--- src/rtl/ov7670_cfg_pkg.sv ---
// Shared types and constants for the OV7670 register-init sequencer.
package ov7670_cfg_pkg;

  localparam int unsigned ADDR_W    = 8;
  localparam logic [15:0] CFG_END   = 16'hFFFF;
  localparam logic [15:0] CFG_DELAY = 16'hFFF0;

  typedef enum logic [2:0] {
    StIdle,
    StFetch,
    StDecode,
    StSend,
    StWait,
    StDelay,
    StDone
  } cfg_state_e;

endpackage

--- src/rtl/ov7670_config_sequencer_if.sv ---
// Write-request handshake between the config sequencer and the SCCB write master.
interface ov7670_config_sequencer_if;
  import ov7670_cfg_pkg::*;

  logic              sccb_ready;
  logic              sccb_start;
  logic [ADDR_W-1:0] sccb_reg_addr;
  logic [7:0]        sccb_reg_data;
  logic              sccb_done;
  logic              sccb_nack;

  modport master (
    input  sccb_ready,
    input  sccb_done,
    input  sccb_nack,
    output sccb_start,
    output sccb_reg_addr,
    output sccb_reg_data
  );

  modport slave (
    output sccb_ready,
    output sccb_done,
    output sccb_nack,
    input  sccb_start,
    input  sccb_reg_addr,
    input  sccb_reg_data
  );

endinterface

--- src/rtl/ov7670_config_sequencer.sv ---
// Walks the OV7670 init ROM and issues each entry as one SCCB register write,
// honouring the power-up delay and end-of-table sentinels.
module ov7670_config_sequencer
  import ov7670_cfg_pkg::*;
#(
  parameter int unsigned DELAY_CYCLES = 250000,
  parameter int unsigned RETRY_MAX    = 2
) (
  input  logic                       clk,
  input  logic                       rst_n,
  input  logic                       start,
  output logic [ADDR_W-1:0]          rom_addr,
  input  logic [15:0]                rom_dout,
  ov7670_config_sequencer_if.master  sccb,
  output logic                       busy,
  output logic                       done,
  output logic                       err
);

  localparam int unsigned DW = $clog2(DELAY_CYCLES + 1);
  // +2 keeps the retry counter at least one bit wide when RETRY_MAX is 0.
  localparam int unsigned RW = $clog2(RETRY_MAX + 2);

  cfg_state_e        state_q, state_d;
  logic [ADDR_W-1:0] addr_q, addr_d;
  logic [ADDR_W-1:0] reg_addr_q, reg_addr_d;
  logic [7:0]        reg_data_q, reg_data_d;
  logic              err_q, err_d;
  logic [RW-1:0]     retry_q, retry_d;
  logic [DW-1:0]     dly_q, dly_d;
  logic              send_pulse;
  logic              advance;

  always_ff @(posedge clk or negedge rst_n) begin
    if (!rst_n) begin
      state_q    <= StIdle;
      addr_q     <= '0;
      reg_addr_q <= '0;
      reg_data_q <= '0;
      err_q      <= 1'b0;
      retry_q    <= '0;
      dly_q      <= '0;
    end else begin
      state_q    <= state_d;
      addr_q     <= addr_d;
      reg_addr_q <= reg_addr_d;
      reg_data_q <= reg_data_d;
      err_q      <= err_d;
      retry_q    <= retry_d;
      dly_q      <= dly_d;
    end
  end

  always_comb begin
    state_d    = state_q;
    addr_d     = addr_q;
    reg_addr_d = reg_addr_q;
    reg_data_d = reg_data_q;
    err_d      = err_q;
    retry_d    = retry_q;
    dly_d      = dly_q;
    send_pulse = 1'b0;
    advance    = 1'b0;

    unique case (state_q)
      StIdle, StDone: begin
        if (start) begin
          addr_d  = '0;
          err_d   = 1'b0;
          state_d = StFetch;
        end
      end
      StFetch: state_d = StDecode;
      StDecode: begin
        if (rom_dout == CFG_END) begin
          state_d = StDone;
        end else if (rom_dout == CFG_DELAY) begin
          dly_d   = DW'(DELAY_CYCLES - 1);
          state_d = StDelay;
        end else begin
          reg_addr_d = rom_dout[15:8];
          reg_data_d = rom_dout[7:0];
          retry_d    = '0;
          state_d    = StSend;
        end
      end
      StSend: begin
        if (sccb.sccb_ready) begin
          send_pulse = 1'b1;
          state_d    = StWait;
        end
      end
      StWait: begin
        if (sccb.sccb_done) begin
          if (sccb.sccb_nack && (retry_q < RW'(RETRY_MAX))) begin
            retry_d = retry_q + 1'b1;
            state_d = StSend;
          end else begin
            if (sccb.sccb_nack) err_d = 1'b1;
            advance = 1'b1;
          end
        end
      end
      StDelay: begin
        if (dly_q == '0) advance = 1'b1;
        else             dly_d   = dly_q - 1'b1;
      end
      default: state_d = StIdle;
    endcase

    // Last ROM slot finishes the table rather than wrapping to address 0.
    if (advance) begin
      if (addr_q == '1) begin
        state_d = StDone;
      end else begin
        addr_d  = addr_q + 1'b1;
        state_d = StFetch;
      end
    end
  end

  assign rom_addr           = addr_q;
  assign sccb.sccb_start    = send_pulse;
  assign sccb.sccb_reg_addr = reg_addr_q;
  assign sccb.sccb_reg_data = reg_data_q;
  assign busy               = (state_q != StIdle) && (state_q != StDone);
  assign done               = (state_q == StDone);
  assign err                = err_q;

endmodule

--- src/flat_wrapper.sv ---
// flat-port wrapper written by rule: the top's interface ports become plain ports
module ov7670_config_sequencer_flat import ov7670_cfg_pkg::*;
#(
  parameter int unsigned DELAY_CYCLES = 250000,
  parameter int unsigned RETRY_MAX    = 2
)
  (clk, rst_n, start, rom_addr, rom_dout, busy, done, err, sccb_sccb_ready, sccb_sccb_done, sccb_sccb_nack, sccb_sccb_start, sccb_sccb_reg_addr, sccb_sccb_reg_data);
  ov7670_config_sequencer_if sccb_i ();
  input  logic clk;
  input  logic rst_n;
  input  logic start;
  output logic [ADDR_W-1:0] rom_addr;
  input  logic [15:0] rom_dout;
  output logic busy;
  output logic done;
  output logic err;
  input wire logic [$bits(sccb_i.sccb_ready)-1:0] sccb_sccb_ready;
  input wire logic [$bits(sccb_i.sccb_done)-1:0] sccb_sccb_done;
  input wire logic [$bits(sccb_i.sccb_nack)-1:0] sccb_sccb_nack;
  output wire logic [$bits(sccb_i.sccb_start)-1:0] sccb_sccb_start;
  output wire logic [$bits(sccb_i.sccb_reg_addr)-1:0] sccb_sccb_reg_addr;
  output wire logic [$bits(sccb_i.sccb_reg_data)-1:0] sccb_sccb_reg_data;
  assign sccb_i.sccb_ready = sccb_sccb_ready;
  assign sccb_i.sccb_done = sccb_sccb_done;
  assign sccb_i.sccb_nack = sccb_sccb_nack;
  assign sccb_sccb_start = sccb_i.sccb_start;
  assign sccb_sccb_reg_addr = sccb_i.sccb_reg_addr;
  assign sccb_sccb_reg_data = sccb_i.sccb_reg_data;
  ov7670_config_sequencer #(.DELAY_CYCLES(DELAY_CYCLES), .RETRY_MAX(RETRY_MAX)) u_core (.clk(clk), .rst_n(rst_n), .start(start), .rom_addr(rom_addr), .rom_dout(rom_dout), .sccb(sccb_i), .busy(busy), .done(done), .err(err));
endmodule
--- config.mk ---
export PLATFORM = sky130hd
export DESIGN_NAME = ov7670_config_sequencer_flat
export DESIGN_NICKNAME = d
export VERILOG_FILES = /design/src/rtl/ov7670_cfg_pkg.sv /design/src/rtl/ov7670_config_sequencer_if.sv /design/src/rtl/ov7670_config_sequencer.sv /design/src/flat_wrapper.sv
export SDC_FILE = /design/constraint.sdc
export NUM_CORES = 1
export LEC_CHECK = 0
export CAP_MARGIN = 20
export CORE_MARGIN = 2
export CORE_UTILIZATION = 45
export DETAILED_ROUTE_END_ITERATION = 10
export PLACE_DENSITY = 0.74
export SLEW_MARGIN = 20
export SYNTH_ARGS = -nofsm -noshare
export SYNTH_HDL_FRONTEND = slang
export SYNTH_SLANG_ARGS = --single-unit
--- constraint.sdc ---
create_clock -name clk -period 5.25 [get_ports clk]
set_input_delay 0.7875 -clock clk [delete_from_list [all_inputs] [get_ports clk]]
set_output_delay 0.7875 -clock clk [all_outputs]
set_load 0.02 [all_outputs]
==> Yosys cells after proc, flatten, opt, wreduce, memory -nomap -nowiden <==
Cells that the tools add are included.
{ "classes": {"addsub": 3, "magnitude_cmp": 1, "eq_ne": 24, "muxes": 33, "bitwise": 2, "reduce_logical": 14} }
{ "ops": {"columns": ["cell", "count"], "rows": [
  ["18-bit 2-to-1 mux", 3],
  ["18-bit case mux with 2 select lines", 1],
  ["16-bit equality test, second input constant", 2],
  ["8-bit 2-to-1 mux", 4],
  ["3-bit 2-to-1 mux", 8],
  ["18-bit logical NOT", 1],
  ["3-bit case mux with 6 select lines", 1],
  ["18-bit by 1-bit subtractor with 18-bit output, second input constant", 1],
  ["5-bit AND reduction", 3],
  ["2-bit inequality test, second input constant", 7],
  ["3-bit equality test, second input constant", 3],
  ["1-bit 2-to-1 mux", 9],
  ["3-bit by 2-bit inequality test with 1-bit output, second input constant", 3],
  ["8-bit by 1-bit adder with 8-bit output, second input constant", 1],
  ["8-bit equality test, second input constant", 1],
  ["2-bit 2-to-1 mux", 4],
  ["3-bit by 2-bit equality test with 1-bit output, second input constant", 2],
  ["2-bit by 1-bit inequality test with 1-bit output, second input constant", 3],
  ["2-bit nonzero test", 3],
  ["1-bit case mux with 2 select lines", 2],
  ["2-bit case mux with 2 select lines", 1],
  ["4-bit AND reduction", 1],
  ["3-bit by 1-bit equality test with 1-bit output, second input constant", 1],
  ["3-bit logical NOT", 1],
  ["9 further kinds", 11]
]} }
{ "totals": {"reg_bits": 48, "input_bits": 22, "output_inout_bits": 28, "elab_cells": 84} }

==> Longest topological paths before layout <==
{ "depth": {"depth_word": 7, "mapped_depth": 8, "ltp_nobuf": 7} }

==> Least setup slack after synthesis <==
Ideal clock, no wire load.
{ "synth_path": {"path_kind": "input -> register", "from": "input rom_dout[6]", "to": "register u_core.reg_addr_q[0] (netlist: u_core.sccb.sccb_reg_addr[0])", "setup_ns": 0.125, "arrival_ns": 2.375, "required_time_ns": 5.125, "setup_slack_ns": 2.750, "cell_stages": 6, "path_cell_list": "nand4_1 nor3_1 a21oi_1 a21boi_1 clkbuf_1 mux2_2"} }
{ "synth_via": {"elab_chain_len": 3} }
{ "synth_rtl": {"columns": ["element", "line", "source"], "rows": [
  ["from (decl)", "flat_wrapper.sv:13", "input logic [15:0] rom_dout;"],
  ["16-bit equality test, on equally long branches", "ov7670_config_sequencer.sv:75, ov7670_config_sequencer.sv:77", null],
  ["1-bit NOT (no source line)", null, null],
  ["3-bit AND reduction (no source line) *", null, null],
  ["to (signal assigned)", "ov7670_config_sequencer.sv:46", "reg_addr_q <= reg_addr_d;"],
  ["to (decl)", "ov7670_config_sequencer.sv:26", "logic [ADDR_W-1:0] reg_addr_q, reg_addr_d;"]
]} }
Every way passes the cells marked *; elsewhere a longest branch is shown, timed or not.
A chain may end at the register's enable or synchronous reset.

==> Final worst setup path <==
{ "layout_path": {"from": "input rom_dout[6]", "to": "register u_core.dly_q[14]"} }
{ "layout_via": {"elab_chain_len": 3} }
{ "layout_rtl": {"columns": ["element", "line", "source"], "rows": [
  ["16-bit equality test, on equally long branches", "ov7670_config_sequencer.sv:75, ov7670_config_sequencer.sv:77", null],
  ["2-bit inequality test (no source line) / 2-bit by 1-bit inequality test with 1-bit output (equally long branches)", null, null],
  ["4-bit AND reduction (no source line) *", null, null],
  ["to (signal assigned)", "ov7670_config_sequencer.sv:50", "dly_q <= dly_d;"],
  ["to (decl)", "ov7670_config_sequencer.sv:30", "logic [DW-1:0] dly_q, dly_d;"]
]} }
Marked as above.

==> summary.md <==
| Metric | Value |
|---|---|
| Post-Synth XOR/XNOR Area | `3.06%` |
| Synth area leader | `dfrtp_1` |
| Number of fill cells | `477` |
| Worst-Margin Slew | `about 0.85 ns` |
| Gpl congestion | `0.813` |
| Count of cell types in the netlist | `51` |
| Crit. End Element | `flop` |
| CP Launch Type | `primary input` |
| Worst Hold Launch | `u_core.sccb.sccb_reg_addr[5]` |
| Largest family of logic cells by synthesized area | `simple AND/OR/NAND/NOR gates` |
| Share of layout cells above drive strength 1 | `12.8%` |
| Grt total ovfl | `0` |
| Clock Skews | `0.00683 ns` |
| Synth Area in Compound Gates | `11.9%` |
| Final net count | `337` |
| Crit path required time | `5.44 ns` |
| Die width | `between 70 and 80 um` |
| Slew headroom | `a little over two fifths` |
| Met1 Wirelength | `approximately 2300 um` |
| Initial Util | `a little under half` |
| CP Launch Point | `rom_dout[6]` |
| Fin crit period | `roughly 3.2 ns` |
| Post-Syn Nets | `~290` |
| Synth Area in Simple Gates | `a little over a quarter` |
| DR WL/cell | `between 10 and 15 um` |
| Internal Dissipation | `about 1000 uW` |
| Pwr Density | `about 520 nW/um2` |
| Placed Area | `around 3100 um2` |
| Flops & latches, synth | `between 40 and 50` |
| Post-CTS sizing | `0` |
| Root Buffer | `clkbuf_8` |
| Comb power frac | `a little under half` |
| Clk pwr share | `13.9%` |
| Met3 WL | `about 400 um` |
| Core Region | `between 5000 and 6000 um2` |
| RSZ-0062 raised after global routing | `false` |
| Setup TNS | `0 ns` |
| # rows | `27` |
| Final ANT Viol Nets | `0` |
| Area Growth Syn to Fin | `25.3%` |
| Adder-cell area share of the yosys netlist | `around 1.5%` |
| Max cap viols | `0` |
| DR iter-0 viols | `104` |
| Initial antenna violation count | `0` |
| Mux contribution to synthesized area | `between 8 and 9%` |
| Sink Count | `48` |
| Design area | `about 3200 um2` |
| Post-CTS Setup Inserts | `0` |
| Register share of total power | `just under 40%` |
| Peak VDD IR | `between 0.2 and 0.3 mV` |
| Ys async rst share | `100%` |
| Number of buffers created by CTS | `5` |
| Drc violations | `0` |
| First-pass GRT wire length | `9230 um` |
| N_diodes | `0` |
| Routed wire length | `5330 um` |
| Largest net degree at the start of global routing | `49` |
| Top cells by area, synth | `dfrtp_1, mux2_2, nor2_1` |
| Sequential share of the synthesized area | `roughly 47%` |
| Met2 routed WL | `between 2000 and 3000 um` |
| Worst-Skew Late Latency | `approximately 0.30 ns` |
| Die height | `79.7 um` |
| Sw Share | `roughly two fifths` |
| Slew Viols, Final | `0` |
| Highest metal used | `met4` |
| Worst Path Arrival | `3.41 ns` |
| Setup Crit Path Kind | `primary input to flop` |
| Via count | `2,126` |
| Vias in the first global route | `between 2,000 and 2,500` |
| Post-synth EDFFs | `0` |
| DR vias/cell | `between 5 and 6` |
| Clock slew at reported path FFs | `around 0.080 ns` |
| Depth of the CTS H-tree | `2` |
| IO Count | `50` |
| Worst Hold Class | `flop to flop` |
| Final hold violation count | `0` |
| Clk buf depth | `2` |
| Setup violators final | `0` |
| Hold-fix buffers at CTS | `0` |
| CTS tree | `done` |
| R2R Path Start | `u_core.dly_q[3]` |
| Synthesized area | `2580 um2` |
| Cell count after synthesis | `between 200 and 300` |
| Syn. warnings | `0` |
| DP HPWL | `3900 um` |
| Max FO, Critical Path | `12` |
| Prevailing post-synth register cell | `dfrtp_1` |
| Die Footprint | `about 6300 um2` |
| Leakage power | `0.00135 uW` |
| Fmax | `0.310 GHz` |
| Pre-CTS WS | `about 1.7 ns` |
| Synthesized area per cell | `just under 10 um2` |
| Synth top area share | `46.6%` |
| First-pass DRT Iterations | `4` |
| Total GRT Usage | `between 10% and 20%` |
| Status | `finished clean` |
| NetSw | `around 640 uW` |
| Final Worst Setup Slack | `around 2.0 ns` |
| Tcrit/Tclk final | `between 60% and 70%` |
| Number of port buffers | `approximately 50` |
==> per-stage QoR <==
stage / util [%] / hold slack [ns] / std cells / power [uW]
2_1_floorplan: - / 0.472 / 263 / 1170
3_3_place_gp: 56.9 / 0.489 / 377 / 1440
3_5_place_dp: 56.9 / 0.496 / 377 / 1450
4_1_cts: 58.6 / 0.514 / 384 / 1690
5_1_grt: 58.6 / 0.525 / 384 / 1800
6_report: 58.6 / 0.508 / 384 / 1670
==> layout by cell type (no fill, tap or decap), drive strengths merged, types with 8 or more instances in the layout <==
cell type / netlist / final
a21oi: 10 / 10
clkdlybuf4s50: 0 / 48
dfrtp: 48 / 48
mux2: 17 / 17
nand2: 23 / 23
nand3: 13 / 13
nor2: 25 / 25
nor3: 16 / 16
o21ai: 11 / 11
xnor2: 8 / 8
==> flip-flops by register name (all words and copies together) (netlist names) <==
register	cells
u_core.dly_q	18
u_core.state_q	3
u_core.sccb.sccb_reg_addr	8
u_core.err	1
u_core.retry_q	2
u_core.sccb.sccb_reg_data	8
u_core.rom_addr	8
==> per-layer routing <==
layer / vias to the layer above / track usage (%)
li1: 1058 / -
met3: 7 / 6.79
met1: 1008 / 23.6
met4: 0 / 5.52
met5: - / 0
met2: 53 / 29.3
==> critical path, stage by stage <==
cell             delay [ns]
clkdlybuf4s50_1        0.48
nand4_1                0.12
nor3_1                 0.54
a21oi_1                0.41
nor4_1                 0.75
and4_1                 0.29
nor2_1                 0.04
==> power groups by stage <==
stage	Clock (uW)	Combinational (uW)	Sequential, uW
6_report	232	781	655
5_1_grt	254	861	683
4_1_cts	242	790	655
3_5_place_dp	0	786	662
3_3_place_gp	0	780	658
2_1_floorplan	0	468	697
==> cells in the mapped netlist, types with 2 or more instances <==
library cell	count
or3_1	2
and3b_1	2
nor3_2	2
nor3b_1	2
a21oi_1	10
ha_1	3
nor2b_1	4
nor2_1	25
nor4_1	5
nand2b_1	3
and3_1	5
and4_1	5
a31o_2	2
or4_4	2
nand4b_1	2
nand2_1	22
a31oi_1	2
nand3b_1	2
dfrtp_1	48
nand4_1	5
a21boi_1	2
or2_2	2
mux2_2	17
inv_1	6
mux2i_1	2
o211ai_1	2
nand3_1	13
o21ai_0	11
o31ai_1	2
xnor2_1	8
nor3_1	14
a211oi_1	4
clkbuf_1	8
o21a_1	2
==> cell type report <==
class,instances,area [um2],share of cell area [%]
flip-flops and latches,48,1200,37.2
multi-input cells,200,1320,40.8
well taps,72,90.1,2.79
clock buffers,7,96.3,2.98
inverters,6,22.5,0.697
repair buffers,51,500,15.5
==> path summary, 6_finish.rpt <==
path	endpoint	cells after the start	slack, ns
max in group asynchronous	u_core.sccb.sccb_reg_addr[3]	2	4.25
max	u_core.dly_q[14]	7	2.03
max reg2reg	u_core.rom_addr[4]	6	2.31
min reg2reg	u_core.sccb.sccb_reg_addr[5]	1	0.51
min in group asynchronous	u_core.dly_q[13]	2	0.56
min	u_core.sccb.sccb_reg_addr[5]	1	0.51
==> kinds of logic (layout without fill, tap and decap cells) <==
kind of cell,count (synthesis),after routing
and+or+nand+nor,124,124
DFF,48,48
AOI/OAI and AO/OA,45,45
muxes,19,19
buffers and inverters,15,64
xor gates and xnor gates,9,9
adders and majority gates,3,3
Power figures use the tool's default switching activity.
